--- config.mk ---
export PLATFORM = sky130hd
export DESIGN_NAME = hamming_rx_controller
export DESIGN_NICKNAME = d
export VERILOG_FILES = /design/src/rtl/hamming_pkg.sv /design/src/rtl/hamming_decoder.sv /design/src/rtl/hamming_rx_controller.sv
export SDC_FILE = /design/constraint.sdc
export NUM_CORES = 1
export LEC_CHECK = 0
export CAP_MARGIN = 20
export CORE_MARGIN = 10
export CORE_UTILIZATION = 43
export CTS_BUF_LIST = sky130_fd_sc_hd__clkbuf_4
export CTS_CLUSTER_SIZE = 28
export DETAILED_ROUTE_END_ITERATION = 12
export PLACE_DENSITY_LB_ADDON = 0.25
export REMOVE_ABC_BUFFERS = 1
export SLEW_MARGIN = 20
export SYNTH_ARGS = -nofsm -noshare
export SYNTH_HDL_FRONTEND = slang
export SYNTH_HIERARCHICAL = 1
export SYNTH_SLANG_ARGS = --single-unit
--- constraint.sdc ---
create_clock -name clk -period 3.3 [get_ports clk]
set_input_delay 0.825 -clock clk [delete_from_list [all_inputs] [get_ports clk]]
set_output_delay 0.825 -clock clk [all_outputs]
set_load 0.01 [all_outputs]
--- src/rtl/hamming_pkg.sv ---
// Shared types for the Hamming (8/4) receive path: FSM states and codeword/message widths.
package hamming_pkg;
  typedef enum logic [1:0] {S_HI, S_LO, S_OUT} rx_state_t;
  typedef logic [15:0] codeword_t;
  typedef logic [7:0]  msg_t;
endpackage

--- src/rtl/hamming_decoder.sv ---
// Combinational Hamming (8/4) SECDED decoder: each codeword byte carries one nibble.
// Byte layout: bit0 = overall parity, bits[7:1] = Hamming(7,4) positions 1..7 (p1 p2 d0 p4 d1 d2 d3).
module hamming_decoder
  import hamming_pkg::*;
(
  input  codeword_t  codeword,
  output msg_t       msg,
  output logic [1:0] errors
);

  // Returns {error, nibble}; single-bit errors are corrected, any nonzero check flags an error.
  function automatic logic [4:0] dec_byte(input logic [7:0] b);
    logic [2:0] s;
    logic       par;
    logic [7:0] c;
    s[0] = b[1] ^ b[3] ^ b[5] ^ b[7];
    s[1] = b[2] ^ b[3] ^ b[6] ^ b[7];
    s[2] = b[4] ^ b[5] ^ b[6] ^ b[7];
    par  = ^b;
    c    = b;
    if (par) c[s] = ~c[s];
    return {(s != 3'd0) || par, c[7], c[6], c[5], c[3]};
  endfunction

  logic [4:0] dec_hi, dec_lo;

  always_comb begin
    dec_hi = dec_byte(codeword[15:8]);
    dec_lo = dec_byte(codeword[7:0]);
  end

  assign msg    = {dec_hi[3:0], dec_lo[3:0]};
  assign errors = {dec_hi[4], dec_lo[4]};

endmodule

--- src/rtl/hamming_rx_controller.sv ---
// Sequences two-byte codewords from the input stream through hamming_decoder to a registered output stream.
// Optional: HAMMING_ERR_DROP_EN drops words with the error flag set instead of delivering them.
module hamming_rx_controller
  import hamming_pkg::*;
#(
  parameter int ERR_CNT_W = 8,
  parameter int FRAME_LEN = 16
) (
  input  logic                 clk,
  input  logic                 reset,
  input  logic [7:0]           in_byte,
  input  logic                 in_valid,
  output logic                 in_ready,
  output logic [7:0]           out_msg,
  output logic                 out_err,
  output logic                 out_valid,
  input  logic                 out_ready,
  input  logic                 clr_count,
  output logic [ERR_CNT_W-1:0] err_count,
  output logic                 frame_done,
  output logic                 busy
);

  localparam int FC_W = (FRAME_LEN > 1) ? $clog2(FRAME_LEN) : 1;
  localparam logic [FC_W-1:0] FC_LAST = FC_W'(FRAME_LEN - 1);

  rx_state_t            state_q, state_d;
  msg_t                 hi_q, hi_d;
  msg_t                 out_msg_q, out_msg_d;
  logic                 out_err_q, out_err_d;
  logic                 out_valid_q, out_valid_d;
  logic [ERR_CNT_W-1:0] err_cnt_q, err_cnt_d;
  logic [FC_W-1:0]      frame_cnt_q, frame_cnt_d;
  logic                 frame_done_q, frame_done_d;

  msg_t       dec_msg;
  logic [1:0] dec_errors;
  logic       dec_err;
  logic       drop;

  hamming_decoder u_dec (
    .codeword ({hi_q, in_byte}),
    .msg      (dec_msg),
    .errors   (dec_errors)
  );

  assign dec_err = |dec_errors;

`ifdef HAMMING_ERR_DROP_EN
  assign drop = dec_err;
`else
  assign drop = 1'b0;
`endif

  assign in_ready = (state_q != S_OUT);

  always_comb begin
    state_d      = state_q;
    hi_d         = hi_q;
    out_msg_d    = out_msg_q;
    out_err_d    = out_err_q;
    out_valid_d  = out_valid_q;
    err_cnt_d    = err_cnt_q;
    frame_cnt_d  = frame_cnt_q;
    frame_done_d = 1'b0;
    case (state_q)
      S_HI: if (in_valid) begin
        hi_d    = in_byte;
        state_d = S_LO;
      end
      S_LO: if (in_valid) begin
        if (dec_err && (err_cnt_q != '1)) err_cnt_d = err_cnt_q + 1'b1;
        if (drop) begin
          state_d = S_HI;
        end else begin
          out_msg_d   = dec_msg;
          out_err_d   = dec_err;
          out_valid_d = 1'b1;
          state_d     = S_OUT;
        end
      end
      S_OUT: if (out_ready) begin
        out_valid_d = 1'b0;
        state_d     = S_HI;
        if (frame_cnt_q == FC_LAST) begin
          frame_cnt_d  = '0;
          frame_done_d = 1'b1;
        end else begin
          frame_cnt_d = frame_cnt_q + 1'b1;
        end
      end
      default: state_d = S_HI;
    endcase
    // Clear wins over a same-cycle increment.
    if (clr_count) err_cnt_d = '0;
  end

  always_ff @(posedge clk) begin
    if (reset) begin
      state_q      <= S_HI;
      hi_q         <= '0;
      out_msg_q    <= '0;
      out_err_q    <= 1'b0;
      out_valid_q  <= 1'b0;
      err_cnt_q    <= '0;
      frame_cnt_q  <= '0;
      frame_done_q <= 1'b0;
    end else begin
      state_q      <= state_d;
      hi_q         <= hi_d;
      out_msg_q    <= out_msg_d;
      out_err_q    <= out_err_d;
      out_valid_q  <= out_valid_d;
      err_cnt_q    <= err_cnt_d;
      frame_cnt_q  <= frame_cnt_d;
      frame_done_q <= frame_done_d;
    end
  end

  assign out_msg    = out_msg_q;
  assign out_err    = out_err_q;
  assign out_valid  = out_valid_q;
  assign err_count  = err_cnt_q;
  assign frame_done = frame_done_q;
  assign busy       = (state_q != S_HI);

endmodule

==> summary.txt <==
Final layout
  – Leading cell type in the layout, fill and taps excluded: nand2_1
  – Layout cell share with drive strength beyond 1: 0.127
  – Most frequent cells in the layout: nand2_1 (40), dfxtp_1 (33), clkdlybuf4s50_1 (33)
  – Fin area: 0.00273 mm²
  – Filler cell count: 478
  – Fin nets: 330
  – Area delta synth->final: 22.9%
  – Diode count: 0

Logic synthesis
  – Ys flop type: dfxtp_1
  – Async SR Flop Fraction: 0
  – Sequential fraction of the synthesis area: 0.298
  – Synth warn: 6
  – Top post-synthesis cells by area: dfxtp_1 (30%), nand2_1 (6.8%), xnor2_1 (5.9%), nor2_1 (5.4%), a21oi_1 (4.5%)
  – Syn_area_per_cell: 8.04 µm²
  – Yosys top cell by area: dfxtp_1
  – Share of the synthesized area in the top cell type: 0.298
  – #FFs+latches synth: 33
  – Synthesized area: 0.00222 mm²
  – Synth unique cells: 60
  – Post-synth EDFFs: 0
  – Mapped Cells: 276

Routing
  – DRC: 0
  – Routed vias/inst: 5.26
  – DRT iter0 DRCs: 91
  – Post-DR wirelength/cell: 13.2 µm
  – WL final: 5.10 mm
  – Routed Antenna Nets: 0
  – Drt pass-1 iters: 4
  – Total number of vias: 2030

STA
  – Crit share post-route: 0.850
  – Hold slack: 457 ps
  – Max-slew violations: 0
  – Final hold violations: 0
  – Fin crit period: 2800 ps
  – Setup TNS: 0 ps
  – Clock Skews: 3.90 ps
  – F_max: 0.357 GHz
  – Slew @ Worst Pin: 630 ps
  – Slew HR: 0.579
  – RSZ-0062 raised after global routing: no
  – Setup violators final: 0

Floorplan
  – Initial core utilization: 0.440
  – Chip Width: 91.8 µm
  – Die ar.: 0.00844 mm²
  – Io pins: 34
  – Row count: 26
  – Die Y: 91.8 µm
  – Core box area: 0.00504 mm²

Setup path
  – Critical path endpoint: err_count[7]
  – Critical setup path kind: input port to flop
  – Worst R2R Path Depth: 7
  – CP Data Arrival Time: 3070 ps
  – CP Launch Type: input port
  – Critical Path, Cell by Cell: clkdlybuf4s50_1 -> xnor2_1 -> o31ai_1 -> nand2_1 -> nor2_1 -> a211o_1 -> or4_1 -> a21oi_1
  – Worst Setup End Kind: flop
  – R2R Path Start: hi_q[5]
  – Crit-path max cell delay: 540 ps
  – R2R setup slack: 1110 ps
  – Slowest CP cell: clkdlybuf4s50_1
  – Worst-path maximum fanout: 7
  – Delay-heaviest family, CP: compound AO/OA/AOI/OAI gates
  – Number of cells on the critical path: 8
  – CP Launch Point: in_byte[7]
  – Worst reg2reg endpoint: err_count[7]
  – CP Data Required Time: 3560 ps
  – WP buf/inv: 1

Power and ir drop
  – Leak: 0.00100 µW
  – Cell Pwr Density: 371 mW/mm²
  – VDD IR-drop max: 0.000181 V

Place
  – RePlAce Congestion: 0.856
  – Cell Area, Placed: 0.00265 mm²
  – I/O Buffers: 33
  – HPWL Detailed: 3.95 mm

Clocking
  – Hold-fix buffers, CTS: 0
  – Cts repair resizes: 0
  – Worst-skew pair later-pin latency: 320 ps
  – Clock transition at path regs: 100 ps
  – CTS Buffer Depth: 2
  – Clock root cell: clkbuf_4
  – CTS tree: yes
  – TritonCTS Buffers: 5
  – H-tree depth: 2
  – CTS sink count: 33
  – # Post-CTS Setup Buffers: 0

Job
  – Max-capacitance violation count: 0

GRT
  – Initial antenna violation count: 0
  – Global route total overflow: 0
  – Total GRT Usage: 0.123
  – Global-route wire length before repair: 8.76 mm
  – Largest net degree at the start of global routing: 26
  – Vias in the first global route: 1976

Hold path
  – HP Class: flop to flop

Outcome
  – Status: completed
-- layer usage --
layer / wire, µm / up-vias / track usage
li1: - / 1049 / -
met3: 288 / 2 / 0.0407
met4: 29 / 0 / 0.0411
met2: 2480 / 42 / 0.208
met1: 2300 / 937 / 0.141
met5: 0 / - / 0
-- flip-flops by register name (all words and copies together) (netlist names) --
register and cells:
frame_cnt_q 4, hi_q 8, out_msg 8, state_q 2, out_valid 1, out_err 1, frame_done 1, err_count 8
-- report_power, final --
| part | internal [µW] | switching [µW] | leakage (µW) |
|---|---|---|---|
| combinational | 132 | 146 | 0.000692 |
| clock | 166 | 134 | 0.0000433 |
| sequential | 414 | 20.0 | 0.000268 |
-- worst min-delay path by stage --
stage | startpoint | to | slack, ps | depth (start not counted)
floorplan | frame_cnt_q[3] | frame_done | 430 | 2
global placement | out_msg[4] | out_msg[4] | 440 | 2
detailed placement | out_msg[4] | out_msg[4] | 450 | 2
CTS | out_msg[4] | out_msg[4] | 460 | 2
global route | out_msg[4] | out_msg[4] | 480 | 2
finish | out_msg[4] | out_msg[4] | 460 | 2
-- worst reg2reg max path, stage by stage, from the launching register on --
cell and delay [ps]:
dfxtp_1 390, xnor2_1 430, xnor2_1 240, nand2_1 120, nor2_1 80, a211o_1 310
or4_1 430, a21oi_1 150
-- final cells by class --
class / instances / area (µm²) / area share
Inverter: 5 / 18.8 / 0.00688
Multi-Input combinational cell: 222 / 1440 / 0.528
Tap cell: 70 / 87.6 / 0.0321
Clock buffer: 6 / 45.0 / 0.0165
Clock inverter: 2 / 33.8 / 0.0124
Sequential cell: 33 / 661 / 0.242
Timing Repair Buffer: 48 / 443 / 0.162
-- Yosys cell counts, types with 7 or more instances --
cell and count:
xnor2_1 15, nor3_1 9, dfxtp_1 33, mux2i_1 9, a21oi_1 20, nand2_1 40
nor2_1 32, o21ai_0 7
-- cell families (layout without fill, tap and decap cells) --
logic type               Yosys count  after routing  share of synthesized area
XOR/XNOR                          26             26                      0.133
AO/OA/AOI/OAI                     61             61                      0.182
flip-flops                        33             33                      0.298
buffers and inverters             21             61                     0.0535
multiplexers                      14             14                     0.0660
adder cells (fa/ha/maj)            2              2                     0.0113
AND/OR/NAND/NOR                  119            119                      0.256
-- stage by stage --
| step | setup slack, ps | power (µW) | utilization | cells |
|---|---|---|---|---|
| floorplan | 978 | 613 | - | 260 |
| detailed placement | 153 | 720 | 0.526 | 378 |
| global route | 380 | 1080 | 0.541 | 386 |
| CTS | 521 | 1030 | 0.541 | 386 |
| global placement | 193 | 717 | 0.526 | 378 |
| finish | 496 | 1010 | 0.541 | 386 |
No activity file was read; power rests on OpenSTA's default activity.
